**src/rtl/haze_frame_ctrl_pkg.sv**
```systemverilog
// rtl/haze_frame_ctrl_pkg.sv - shared constants, FSM encoding and helpers for haze_frame_ctrl
// Contents:
//   ADDR_*      configuration register addresses
//   CTRL_*      bit positions inside the CTRL register
//   STAT_*      bit positions of the STAT_CLR write-1-to-clear mask
//   *_DEF       reset values of staging and shadow registers
//   frame_state_t  frame tracker state encoding
//   sat_inc16   saturating 16-bit increment
package haze_ctrl_pkg;

    localparam logic [1:0] ADDR_CTRL     = 2'd0;
    localparam logic [1:0] ADDR_A_OVR    = 2'd1;
    localparam logic [1:0] ADDR_Y_OFF    = 2'd2;
    localparam logic [1:0] ADDR_STAT_CLR = 2'd3;

    localparam int CTRL_HAZE_EN     = 0;
    localparam int CTRL_Y_ENH_EN    = 1;
    localparam int CTRL_A_OVERRIDE  = 2;
    localparam int CTRL_A_FILTER_EN = 3;

    localparam int STAT_ERR_WIDTH  = 0;
    localparam int STAT_ERR_HEIGHT = 1;
    localparam int STAT_A_MISSING  = 2;

    localparam logic [3:0] CTRL_DEF = 4'b0011;
    localparam logic [7:0] A_DEF    = 8'hFF;

    typedef enum logic [1:0] {
        S_SYNC  = 2'd0,
        S_WAIT  = 2'd1,
        S_FRAME = 2'd2
    } frame_state_t;

    function automatic logic [15:0] sat_inc16(input logic [15:0] v);
        return (v == 16'hFFFF) ? v : v + 16'd1;
    endfunction

endpackage

```
**src/rtl/haze_frame_ctrl_if.sv**
```systemverilog
// rtl/haze_frame_ctrl_if.sv - configuration write bus between a register master and haze_frame_ctrl
// Signals:
//   cfg_wr_en  write strobe, one cycle per register write
//   cfg_addr   register address (CTRL, A_OVR, Y_OFF, STAT_CLR)
//   cfg_wdata  write data
// Modports: master drives the bus, slave (haze_frame_ctrl) samples it.
interface haze_frame_ctrl_if;

    logic       cfg_wr_en;
    logic [1:0] cfg_addr;
    logic [7:0] cfg_wdata;

    modport master (
        output cfg_wr_en,
        output cfg_addr,
        output cfg_wdata
    );

    modport slave (
        input cfg_wr_en,
        input cfg_addr,
        input cfg_wdata
    );

endinterface

```
**src/rtl/haze_a_filter.sv**
```systemverilog
// rtl/haze_a_filter.sv - captures the atmospheric-light estimate and IIR-smooths it across frames
// Ports:
//   clk, rst_n   clock and asynchronous active-low reset
//   a_valid      one-cycle capture strobe from calculate_A
//   a_result     A estimate qualified by a_valid
//   a_last       most recent captured A
//   a_filt       smoothed A; the first capture after reset loads directly
module haze_a_filter
    import haze_ctrl_pkg::*;
#(
    parameter int ALPHA_SHIFT = 2
) (
    input  logic       clk,
    input  logic       rst_n,
    input  logic       a_valid,
    input  logic [7:0] a_result,
    output logic [7:0] a_last,
    output logic [7:0] a_filt
);

    logic              first_done;
    logic signed [9:0] diff;
    logic signed [9:0] step;
    logic signed [9:0] sum;
    logic [7:0]        filt_next;

    // Ten signed bits hold any difference of two bytes; the arithmetic
    // shift rounds toward minus infinity, so a falling A converges fully.
    always_comb begin
        diff = $signed({2'b00, a_result}) - $signed({2'b00, a_filt});
        step = diff >>> ALPHA_SHIFT;
        sum  = $signed({2'b00, a_filt}) + step;
        if (sum[9]) begin
            filt_next = 8'd0;
        end else if (sum[8]) begin
            filt_next = 8'hFF;
        end else begin
            filt_next = sum[7:0];
        end
    end

    always_ff @(posedge clk or negedge rst_n) begin
        if (!rst_n) begin
            a_last     <= A_DEF;
            a_filt     <= A_DEF;
            first_done <= 1'b0;
        end else if (a_valid) begin
            a_last     <= a_result;
            first_done <= 1'b1;
            a_filt     <= first_done ? filt_next : a_result;
        end
    end

endmodule

```
**src/rtl/haze_frame_ctrl.sv**
```systemverilog
// rtl/haze_frame_ctrl.sv - frame sequencer and shadowed configuration for the haze-removal pipeline
// Ports:
//   clk, rst_n                 clock and asynchronous active-low reset
//   pre_frame_vsync/href/clken source video timing
//   a_valid, a_result          A estimate from calculate_A
//   cfg                        register write bus (slave modport)
//   haze_en, y_enh_en          frame-stable enables
//   a_value, y_offset          frame-stable A and Y offset
//   frame_start, frame_done    one-cycle frame boundary pulses
//   frame_cnt                  completed frame count, wrapping
//   err_width, err_height      sticky geometry errors
//   a_missing                  sticky: previous frame delivered no A
module haze_frame_ctrl
    import haze_ctrl_pkg::*;
#(
    parameter int         PIC_WIDTH    = 640,
    parameter int         PIC_HEIGHT   = 480,
    parameter int         ALPHA_SHIFT  = 2,
    parameter logic [7:0] Y_OFFSET_DEF = 8'd30
) (
    input  logic                     clk,
    input  logic                     rst_n,
    input  logic                     pre_frame_vsync,
    input  logic                     pre_frame_href,
    input  logic                     pre_frame_clken,
    input  logic                     a_valid,
    input  logic [7:0]               a_result,
    haze_frame_ctrl_if.slave         cfg,
    output logic                     haze_en,
    output logic                     y_enh_en,
    output logic [7:0]               a_value,
    output logic [7:0]               y_offset,
    output logic                     frame_start,
    output logic                     frame_done,
    output logic [15:0]              frame_cnt,
    output logic                     err_width,
    output logic                     err_height,
    output logic                     a_missing
);

    localparam logic [15:0] WIDTH_EXP  = 16'(PIC_WIDTH);
    localparam logic [15:0] HEIGHT_EXP = 16'(PIC_HEIGHT);

    // Video timing sampling and edge detection
    logic vsync_q, vsync_q2;
    logic href_q, href_q2;
    logic clken_q;
    logic vsync_rise, vsync_fall, href_rise, href_fall;

    // vsync history resets high: after reset nothing counts as a rising edge
    // until a real low level has been sampled, so a frame already in
    // progress is never picked up.
    always_ff @(posedge clk or negedge rst_n) begin
        if (!rst_n) begin
            vsync_q  <= 1'b1;
            vsync_q2 <= 1'b1;
            href_q   <= 1'b0;
            href_q2  <= 1'b0;
            clken_q  <= 1'b0;
        end else begin
            vsync_q  <= pre_frame_vsync;
            vsync_q2 <= vsync_q;
            href_q   <= pre_frame_href;
            href_q2  <= href_q;
            clken_q  <= pre_frame_clken;
        end
    end

    assign vsync_rise = vsync_q & ~vsync_q2;
    assign vsync_fall = ~vsync_q & vsync_q2;
    assign href_rise  = href_q & ~href_q2;
    assign href_fall  = ~href_q & href_q2;

    // Frame tracker FSM
    frame_state_t state_q, state_d;
    logic         load_shadow;
    logic         end_frame;

    always_ff @(posedge clk or negedge rst_n) begin
        if (!rst_n) begin
            state_q <= S_SYNC;
        end else begin
            state_q <= state_d;
        end
    end

    always_comb begin
        state_d     = state_q;
        load_shadow = 1'b0;
        end_frame   = 1'b0;
        case (state_q)
            S_SYNC: begin
                if (!vsync_q) begin
                    state_d = S_WAIT;
                end
            end
            S_WAIT: begin
                if (vsync_rise) begin
                    load_shadow = 1'b1;
                    state_d     = S_FRAME;
                end
            end
            S_FRAME: begin
                if (vsync_fall) begin
                    end_frame = 1'b1;
                    state_d   = S_WAIT;
                end
            end
            default: begin
                state_d = S_SYNC;
            end
        endcase
    end

    // A capture and smoothing
    logic [7:0] a_last;
    logic [7:0] a_filt;

    haze_a_filter #(
        .ALPHA_SHIFT (ALPHA_SHIFT)
    ) u_a_filter (
        .clk      (clk),
        .rst_n    (rst_n),
        .a_valid  (a_valid),
        .a_result (a_result),
        .a_last   (a_last),
        .a_filt   (a_filt)
    );

    // Staging registers and shadow selection
    logic [3:0] ctrl_stg;
    logic [7:0] a_ovr_stg;
    logic [7:0] y_off_stg;
    logic [7:0] a_sel;
    logic       wr_ctrl, wr_a_ovr, wr_y_off, wr_stat_clr;

    assign wr_ctrl     = cfg.cfg_wr_en && (cfg.cfg_addr == ADDR_CTRL);
    assign wr_a_ovr    = cfg.cfg_wr_en && (cfg.cfg_addr == ADDR_A_OVR);
    assign wr_y_off    = cfg.cfg_wr_en && (cfg.cfg_addr == ADDR_Y_OFF);
    assign wr_stat_clr = cfg.cfg_wr_en && (cfg.cfg_addr == ADDR_STAT_CLR);

    // Reads the registered staging and filter values, so a write or an A
    // capture in the load cycle only takes effect from the next frame.
    always_comb begin
        if (ctrl_stg[CTRL_A_OVERRIDE]) begin
            a_sel = a_ovr_stg;
        end else if (ctrl_stg[CTRL_A_FILTER_EN]) begin
            a_sel = a_filt;
        end else begin
            a_sel = a_last;
        end
    end

    always_ff @(posedge clk or negedge rst_n) begin
        if (!rst_n) begin
            ctrl_stg  <= CTRL_DEF;
            a_ovr_stg <= A_DEF;
            y_off_stg <= Y_OFFSET_DEF;
        end else begin
            if (wr_ctrl) begin
                ctrl_stg <= cfg.cfg_wdata[3:0];
            end
            if (wr_a_ovr) begin
                a_ovr_stg <= cfg.cfg_wdata;
            end
            if (wr_y_off) begin
                y_off_stg <= cfg.cfg_wdata;
            end
        end
    end

    always_ff @(posedge clk or negedge rst_n) begin
        if (!rst_n) begin
            haze_en     <= CTRL_DEF[CTRL_HAZE_EN];
            y_enh_en    <= CTRL_DEF[CTRL_Y_ENH_EN];
            a_value     <= A_DEF;
            y_offset    <= Y_OFFSET_DEF;
            frame_start <= 1'b0;
        end else begin
            frame_start <= load_shadow;
            if (load_shadow) begin
                haze_en  <= ctrl_stg[CTRL_HAZE_EN];
                y_enh_en <= ctrl_stg[CTRL_Y_ENH_EN];
                a_value  <= a_sel;
                y_offset <= y_off_stg;
            end
        end
    end

    // Line/pixel counting, frame count and sticky status
    logic [15:0] line_cnt;
    logic [15:0] pix_cnt;
    logic        a_seen;

    always_ff @(posedge clk or negedge rst_n) begin
        if (!rst_n) begin
            line_cnt   <= 16'd0;
            pix_cnt    <= 16'd0;
            frame_cnt  <= 16'd0;
            frame_done <= 1'b0;
            err_width  <= 1'b0;
            err_height <= 1'b0;
            a_missing  <= 1'b0;
            a_seen     <= 1'b0;
        end else begin
            frame_done <= end_frame;

            // Clears come first so that an error detected in the same
            // cycle overrides them.
            if (wr_stat_clr) begin
                if (cfg.cfg_wdata[STAT_ERR_WIDTH]) begin
                    err_width <= 1'b0;
                end
                if (cfg.cfg_wdata[STAT_ERR_HEIGHT]) begin
                    err_height <= 1'b0;
                end
                if (cfg.cfg_wdata[STAT_A_MISSING]) begin
                    a_missing <= 1'b0;
                end
            end

            if (load_shadow) begin
                line_cnt <= 16'd0;
                pix_cnt  <= 16'd0;
                if (!a_seen && (frame_cnt != 16'd0)) begin
                    a_missing <= 1'b1;
                end
            end

            if (state_q == S_FRAME) begin
                // The first pixel of a line can share the cycle with the
                // href edge, so it is counted here rather than dropped.
                if (href_rise) begin
                    line_cnt <= sat_inc16(line_cnt);
                    pix_cnt  <= clken_q ? 16'd1 : 16'd0;
                end else if (href_q && clken_q) begin
                    pix_cnt <= sat_inc16(pix_cnt);
                end
                if (href_fall && (pix_cnt != WIDTH_EXP)) begin
                    err_width <= 1'b1;
                end
                if (end_frame) begin
                    if (line_cnt != HEIGHT_EXP) begin
                        err_height <= 1'b1;
                    end
                    frame_cnt <= frame_cnt + 16'd1;
                end
            end

            // An A arriving in the load cycle belongs to the new frame.
            if (a_valid) begin
                a_seen <= 1'b1;
            end else if (load_shadow) begin
                a_seen <= 1'b0;
            end
        end
    end

endmodule
```
**src/flat_wrapper.sv**
```systemverilog
// flat-port wrapper written by rule: the top's interface ports become plain ports
module haze_frame_ctrl_flat import haze_ctrl_pkg::*;
#(
    parameter int         PIC_WIDTH    = 640,
    parameter int         PIC_HEIGHT   = 480,
    parameter int         ALPHA_SHIFT  = 2,
    parameter logic [7:0] Y_OFFSET_DEF = 8'd30
)
  (clk, rst_n, pre_frame_vsync, pre_frame_href, pre_frame_clken, a_valid, a_result, haze_en, y_enh_en, a_value, y_offset, frame_start, frame_done, frame_cnt, err_width, err_height, a_missing, cfg_cfg_wr_en, cfg_cfg_addr, cfg_cfg_wdata);
  haze_frame_ctrl_if cfg_i ();
  input  logic clk;
  input  logic rst_n;
  input  logic pre_frame_vsync;
  input  logic pre_frame_href;
  input  logic pre_frame_clken;
  input  logic a_valid;
  input  logic [7:0] a_result;
  output logic haze_en;
  output logic y_enh_en;
  output logic [7:0] a_value;
  output logic [7:0] y_offset;
  output logic frame_start;
  output logic frame_done;
  output logic [15:0] frame_cnt;
  output logic err_width;
  output logic err_height;
  output logic a_missing;
  input wire logic [$bits(cfg_i.cfg_wr_en)-1:0] cfg_cfg_wr_en;
  input wire logic [$bits(cfg_i.cfg_addr)-1:0] cfg_cfg_addr;
  input wire logic [$bits(cfg_i.cfg_wdata)-1:0] cfg_cfg_wdata;
  assign cfg_i.cfg_wr_en = cfg_cfg_wr_en;
  assign cfg_i.cfg_addr = cfg_cfg_addr;
  assign cfg_i.cfg_wdata = cfg_cfg_wdata;
  haze_frame_ctrl #(.PIC_WIDTH(PIC_WIDTH), .PIC_HEIGHT(PIC_HEIGHT), .ALPHA_SHIFT(ALPHA_SHIFT), .Y_OFFSET_DEF(Y_OFFSET_DEF)) u_core (.clk(clk), .rst_n(rst_n), .pre_frame_vsync(pre_frame_vsync), .pre_frame_href(pre_frame_href), .pre_frame_clken(pre_frame_clken), .a_valid(a_valid), .a_result(a_result), .cfg(cfg_i), .haze_en(haze_en), .y_enh_en(y_enh_en), .a_value(a_value), .y_offset(y_offset), .frame_start(frame_start), .frame_done(frame_done), .frame_cnt(frame_cnt), .err_width(err_width), .err_height(err_height), .a_missing(a_missing));
endmodule
```
**config.mk**
```make
export PLATFORM = sky130hd
export DESIGN_NAME = haze_frame_ctrl_flat
export DESIGN_NICKNAME = d
export VERILOG_FILES = /design/src/rtl/haze_frame_ctrl_pkg.sv /design/src/rtl/haze_frame_ctrl_if.sv /design/src/rtl/haze_a_filter.sv /design/src/rtl/haze_frame_ctrl.sv /design/src/flat_wrapper.sv
export SDC_FILE = /design/constraint.sdc
export NUM_CORES = 1
export LEC_CHECK = 0
export ABC_AREA = 1
export CAP_MARGIN = 20
export CORE_MARGIN = 2
export CORE_UTILIZATION = 45
export CTS_CLUSTER_DIAMETER = 120
export DETAILED_ROUTE_END_ITERATION = 16
export GPL_TIMING_DRIVEN = 0
export PLACE_DENSITY = 0.66
export REMOVE_ABC_BUFFERS = 1
export SKIP_CTS_REPAIR_TIMING = 1
export SLEW_MARGIN = 20
export SYNTH_ARGS = -nofsm -noshare
export SYNTH_HDL_FRONTEND = slang
export SYNTH_SLANG_ARGS = --single-unit
```
**constraint.sdc**
```tcl
create_clock -name clk -period 3.48 [get_ports clk]
set_clock_uncertainty 0.1 [all_clocks]
set_input_delay 0.522 -clock clk [delete_from_list [all_inputs] [get_ports clk]]
set_output_delay 0.522 -clock clk [all_outputs]
set_load 0.05 [all_outputs]
```
==> results of run 1 <==
-- critical path, cell delays in order, from the launching register on --
cell and delay [ns]:
dfstp_2 0.54, inv_1 0.09, ha_1 0.29, nand2_1 0.05, nand2_1 0.10, nand2_1 0.08
nand2_2 0.10, inv_1 0.05, o21bai_1 0.20, xor2_1 0.19, ha_1 0.30, a21oi_1 0.26
nand2_1 0.08, nand2_1 0.06, nand3_1 0.10, nand2_1 0.10, nand2_1 0.08, nor2_4 0.21
nand2_1 0.09, nand2_1 0.07
-- metrics by stage --
stage          setup slack [ns]  std cells
2_1_floorplan             0.630        795
3_3_place_gp              -2.85       1038
3_5_place_dp             -0.172       1039
4_1_cts                   0.167       1071
5_1_grt                 -0.0197       1072
6_report                  0.271       1072
-- per-layer routing --
layer  vias up  track usage [%]  share of wire [%]
li1       2782                -                  -
met1      2576             28.2                 49
met2       103             32.0                 46
met4         0             7.23               0.76
met3         8             5.45                5.1
met5         -                0                  0
-- flip-flops by register name, summed over array words and instances, names as in the netlist, 2 cells and up --
register	cells
u_core.a_ovr_stg	8
u_core.u_a_filter.a_last	8
u_core.frame_cnt	16
u_core.ctrl_stg	4
u_core.pix_cnt	16
u_core.y_off_stg	8
u_core.y_offset	8
u_core.u_a_filter.a_filt	8
u_core.state_q	2
u_core.a_value	8
u_core.line_cnt	16
-- synthesized netlist by cell type, drive strengths merged --
library cell	count
a21o	2
or2	5
o211ai	6
fa	1
nor2	74
inv	104
a21boi	1
nand4	13
clkinv	1
nand3	64
o21ai	62
nor3b	2
xnor2	8
o22ai	3
o21a	1
xor2	21
o311ai	4
buf	5
a31o	1
nor4	5
nand3b	1
a211o	7
nor3	12
clkbuf	12
dfrtp	70
nand2	217
ha	22
o21bai	1
dfstp	46
a21oi	41
-- area by class of cell --
type	instances	area, µm²
Clock buffer	19	443
Clock inverter	13	174
Fill cell	1305	6040
Inverter	105	394
Multi-Input combinational cell	574	3080
Sequential cell	116	2960
Tap cell	180	225
Timing Repair Buffer	65	669
-- worst min path at each step --
stage	from	end	slack, ns	depth (start not counted)
2_1_floorplan	rst_n	u_core.a_missing	0.13	0
3_3_place_gp	u_core.vsync_q	u_core.vsync_q2	0.28	0
3_5_place_dp	u_core.vsync_q	u_core.vsync_q2	0.28	0
4_1_cts	rst_n	u_core.line_cnt[3]	-0.04	1
5_1_grt	u_core.vsync_q	u_core.vsync_q2	0.30	0
6_report	u_core.vsync_q	u_core.vsync_q2	0.29	0
-- power groups by stage --
stage          clock network, mW  registers (mW)  logic [mW]
2_1_floorplan                  0            2.08        1.34
3_5_place_dp                   0            1.81        2.18
4_1_cts                     1.84            1.79        2.19
6_report                    1.81            1.79        2.20
5_1_grt                     1.90            1.82        2.49
3_3_place_gp                   0            1.81        2.15
-- kinds of logic after synthesis --
family	count (synthesis)
and+or+nand+nor	393
AOI/OAI and AO/OA	129
buffers and inverters	122
DFF	116
xor gates and xnor gates	29
adders and majority gates	23
==> summary.md, run 1 <==
| Metric | Value |
|---|---|
| Status | complete, no violations |
| Largest area contributor in the netlist | dfrtp_1 |
| Drt first pass iters | 5 |
| CP endpoint kind | flop |
| Post-synthesis simple-gate area fraction | 27.3% |
| Die height | 124 µm |
| Critical Path Start Type | flop |
| # nets final | 927 |
| Clock tree buffer depth | 2 |
| Post-synthesis xor/xnor area fraction | 3.91% |
| CP max FO | 8 |
| Area growth syn-to-layout | 22.3% |
| Vias per inst | 5.10 |
| Pwr per Cell Area | 730 mW/mm² |
| Die Span X | 124 µm |
| Clock-pin transition on the worst setup and hold timing paths | 0.06 ns |
| Most common cell after layout, fill and taps aside | nand2_1 |
| Setup TNS | 0 ns |
| Reg-to-Reg Start | u_core.u_a_filter.a_filt[1] |
| Gate Count Post-Synth | 812 |
| TritonCTS clock tree | built |
| Via count | 5469 |
| Leak Pwr | 3.73 nW |
| Clock power frac | 31.2% |
| Total power | 5.80 mW |
| N_diodes | 0 |
| Final Routed Wirelength | 15.0 mm |
| Pin count of the biggest net entering global routing | 70 |
| CP required | 3.73 ns |
| Final period util | 92.2% |
| Layout cells sized above 1 | 14.1% |
| Worst-case reg-to-reg path depth | 19 |
| Sequential share of power | 30.9% |
| Flop2flop setup slack | 0.27 ns |
| Switching part of the total | 37.7% |
| Worst EP arrival | 3.46 ns |
| Mean Syn Cell Area | 8.00 µm² |
| Vias in the first global route | 5082 |
| Library cells used by synthesis | 41 |
| Post-synthesis adder-cell area fraction | 4.54% |
| Main combinational cell family by area after synthesis | simple AND/OR/NAND/NOR gates |
| Commonest cells after routing, fill and taps aside | nand2_1 (209), inv_1 (97), dfrtp_1 (70), clkdlybuf4s50_1 (62) |
| Hold Path Class | flop to flop |
| # Max-Cap Violations | 0 |
| Max Slew Vio Count | 0 |
| Cell Area, Synth | 0.00650 mm² |
| Endpoints failing setup | 0 |
| Initial Utilization | 46.5% |
| CP startpoint | u_core.u_a_filter.a_filt[1] |
| Max VDD drop | 0.365 mV |
| Final ANT Viol Nets | 0 |
| Total clock sinks | 116 |
| First-pass GRT wire length | 24.6 mm |
| Worst Tran Pin Value | 0.814 ns |
| Post-synthesis sequential area ratio | 45.6% |
| Io pins | 64 |
| H-tree Lvls | 4 |
| Post-synthesis mux area share | 0% |
| Critical path capture point | u_core.u_a_filter.a_filt[2] |
| Initial antenna violation count | 0 |
| Pint | 3.62 mW |
| Final instance area | 0.00795 mm² |
| Wire per inst | 13.9 µm |
| Clock root buffer | clkbuf_16 |
| I/O Buffers | 63 |
| Total track usage | 20.7% |
| Post-synthesis compound-gate area fraction | 11.5% |
| Detail Placement HPWL | 10.4 mm |
| Die ar. | 0.0154 mm² |
| Area of placed instances | 0.00731 mm² |
| Reg-to-reg endpoint | u_core.u_a_filter.a_filt[2] |
| Core area | 0.0140 mm² |
| CTS Buf Count | 17 |
| Min Clock Period, post-route | 3.21 ns |
| FF+latch count, synth | 116 |
| Routability cong. | 0.859 |
| Yosys Warn Count | 0 |
| Net Sw Power | 2.19 mW |
| Hold slack | 0.288 ns |
| Combinational power share | 38.0% |
| Grt total ovfl | 0 |
| Site Rows | 43 |
| Synth top area share | 27.0% |
| Endpoints failing hold | 0 |
| RSZ-0062 raised after global routing | true |
| Relative slew slack | 45.6% |
| Final Util | 56.8% |
| Synth area leaders | dfrtp_1 (27%), dfstp_2 (19%), nand2_1 (12%), inv_1 (5.6%), nand3_1 (4.8%) |
| Peak Freq | 312 MHz |
| Initial detailed-routing violation count | 368 |
| Kind of critical path | flop to flop |
| DR DRC count | 0 |
| Worst-skew pair later-pin latency | 0.41 ns |
(Power assumes the default switching activity.)
==> run 2, diff against run 1 <==
--- a/config.mk
+++ b/config.mk
@@ -13,7 +13,6 @@
 export DETAILED_ROUTE_END_ITERATION = 16
 export GPL_TIMING_DRIVEN = 0
 export PLACE_DENSITY = 0.66
-export REMOVE_ABC_BUFFERS = 1
 export SKIP_CTS_REPAIR_TIMING = 1
 export SLEW_MARGIN = 20
 export SYNTH_ARGS = -nofsm -noshare
==> summary.md, run 2 (synthesis gave the netlist of run 1 again) <==
| Metric | Value |
|---|---|
| Total power | 5.74 mW (-1.1%) |
| Die height | 124 µm (unchanged) |
| Final Routed Wirelength | 15.0 mm (+0.55%) |
| Io pins | 64 (unchanged) |
| I/O Buffers | 63 (unchanged) |
| Area growth syn-to-layout | 22.9% |
| Die ar. | 0.0154 mm² (unchanged) |
| Combinational power share | 39.6% (+1.6 points) |
| CP max FO | 8 (unchanged) |
| # nets final | 944 (+1.8%) |
| Syn nets | 860 |
| Final period util | 89.5% (-2.7 points) |
| Endpoints failing setup | 0 (unchanged) |
| Commonest cells after routing, fill and taps aside | nand2_1 (208), inv_1 (97), dfrtp_1 (70), clkdlybuf4s50_1 (62) |
| CP max stage delay | 0.54 ns (about the same) |
| Crit-path cells | inv_1, ha_1, nand2_1, nand2_2, nand2_1, nand2_2, inv_1, o21bai_2, nand2_1, nand3_1, nand2_1, ha_1, nand2_1, nor2_1, nand3_1, nand3_1, nand2_1, nand2_1, nor2_4, nand2_1, nand2_1 |
| Min Clock Period, post-route | 3.12 ns (-0.0931 ns) |
| Initial Utilization | 46.5% (unchanged) |
| Placed instance count | 1056 (+1.6%) |
| Met1 usage | 28.8% (+0.62 points) |
| Worst Tran Pin Value | 0.562 ns (-0.253 ns) |
| Via count | 5548 (+1.4%) |
| Vias in the first global route | 5284 (+4.0%) |
| Failing checks | hold timing |
| Finished Layout Cells | 1089 (+1.6%) |
| Final ANT Viol Nets | 0 (unchanged) |
| Total track usage | 21.4% (+0.71 points) |
| Reg-to-Reg Start | u_core.u_a_filter.a_filt[1] |
| CTS Buf Count | 17 (unchanged) |
| Hold slack | -0.0215 ns (-0.309 ns) |
| Most used routing layer in global routing | met2 |
| Clock-pin transition on the worst setup and hold timing paths | 0.05 ns (about the same) |
| Net Sw Power | 2.15 mW (-1.6%) |
| Initial antenna violation count | 0 (unchanged) |
| Met2 track demand over resource | 32.9% (+0.96 points) |
| H-tree Lvls | 4 (unchanged) |
| Total clock sinks | 116 (unchanged) |
| Endpoints failing hold | 29 (+29) |
| Vias per inst | 5.09 (-0.14%) |
| Setup TNS | 0 ns (unchanged) |
| Status | complete, but fails checks |
| Most common cell after layout, fill and taps aside | nand2_1 |
| CP required | 3.74 ns (about the same) |
| First-pass GRT wire length | 25.4 mm (+3.2%) |
| Clock power frac | 29.4% (-1.8 points) |
| Core area | 0.0140 mm² (unchanged) |
| N_diodes | 0 (unchanged) |
| Detail Placement HPWL | 10.9 mm (+4.5%) |
| Die Span X | 124 µm (unchanged) |
| Clock tree buffer depth | 2 (unchanged) |
| Critical Path Start Type | flop |
| CP endpoint kind | flop |
| CP startpoint | u_core.u_a_filter.a_filt[1] |
| Relative slew slack | 62.5% (+17 points) |
| Switching part of the total | 37.5% (-0.21 points) |
| Drt first pass iters | 5 (unchanged) |
| Worst-skew pair later-pin latency | 0.43 ns (+0.02 ns) |
| Peak Freq | 321 MHz (+3.0%) |
| Sequential share of power | 31.0% (about the same) |
| Wire per inst | 13.8 µm (-1.0%) |
| Final Util | 57.1% (+0.28 points) |
| Hold Path Class | input pin to asynchronous set/reset pin |
| DR DRC count | 0 (unchanged) |
| Clock root buffer | clkbuf_16 |
| Critical path buffer and inverter count | 2 (unchanged) |
| Cell family with most CP delay | simple AND/OR/NAND/NOR gates |
| GRT met3 Usage | 6.41% (+0.96 points) |
| Worst EP arrival | 3.38 ns (-0.08 ns) |
| Grt total ovfl | 0 (unchanged) |
| Site Rows | 43 (unchanged) |
| # Max-Cap Violations | 0 (unchanged) |
| Leading registers by flop count | u_core.frame_cnt (16), u_core.line_cnt (16), u_core.pix_cnt (16) |
| Layout cells sized above 1 | 14.4% (+0.29 points) |
| Max Slew Vio Count | 0 (unchanged) |
| Pint | 3.59 mW (-0.72%) |
| Initial detailed-routing violation count | 319 (-13%) |
| CP dominant cell by count | nand2_1 |
| Max VDD drop | 0.376 mV (+2.9%) |
| Leak Pwr | 3.77 nW (+1.1%) |
| Routability cong. | 0.919 (+7.0%) |
| Kind of critical path | flop to flop |
| Slowest-stage cell, CP | dfstp_2 |
| Pwr per Cell Area | 719 mW/mm² (-1.5%) |
| Pin count of the biggest net entering global routing | 60 (-14%) |
| TritonCTS clock tree | built |
run 2: power by group through the flow:
stage / clock [mW] / combinational (mW) / sequential (mW)
after detailed placement: 0 / 2.21 / 1.80
after global placement: 0 / 2.17 / 1.80
after floorplan: 0 / 1.37 / 2.07
final: 1.69 / 2.27 / 1.78
after CTS: 1.72 / 2.22 / 1.78
after global routing: 1.77 / 2.60 / 1.80
run 2: layout make-up:
type / count / area (µm²)
fillers: 1302 / 6000
clock buffers: 28 / 527
repair buffers: 65 / 667
multi-input cells: 574 / 3090
plain buffers: 17 / 76.3
inverters: 105 / 394
clock inverters: 4 / 45.0
flip-flops and latches: 116 / 2960
well taps: 180 / 225
run 2: metrics by stage:
| stage | hold slack (ns) | worst slack (ns) | instance area (µm²) |
|---|---|---|---|
| after floorplan | 0.126 | 0.630 | 6500 |
| after global placement | 0.277 | -2.74 | 7350 |
| after detailed placement | 0.280 | -0.148 | 7380 |
| after CTS | -0.00774 | 0.167 | 7960 |
| after global routing | 0.0187 | -0.0306 | 7990 |
| final | -0.0215 | 0.365 | 7990 |
run 2: metal layers:
layer | share of wire [%] | wire [µm]
met1 | 48 | 7210
met2 | 45 | 6730
met3 | 5.4 | 811
met4 | 1.9 | 286
met5 | 0 | 0
run 2: worst paths after layout:
check / endpoint / slack (ns) / cells past startpoint
worst max-delay path: u_core.u_a_filter.a_filt[1] / 0.36 / 21
worst min-delay path: u_core.u_a_filter.first_done / -0.02 / 1
worst max register to register: u_core.u_a_filter.a_filt[1] / 0.36 / 21
worst min register to register: u_core.vsync_q2 / 0.29 / 0
max in group asynchronous: u_core.y_enh_en / 2.60 / 2
min in group clk: u_core.vsync_q2 / 0.29 / 0
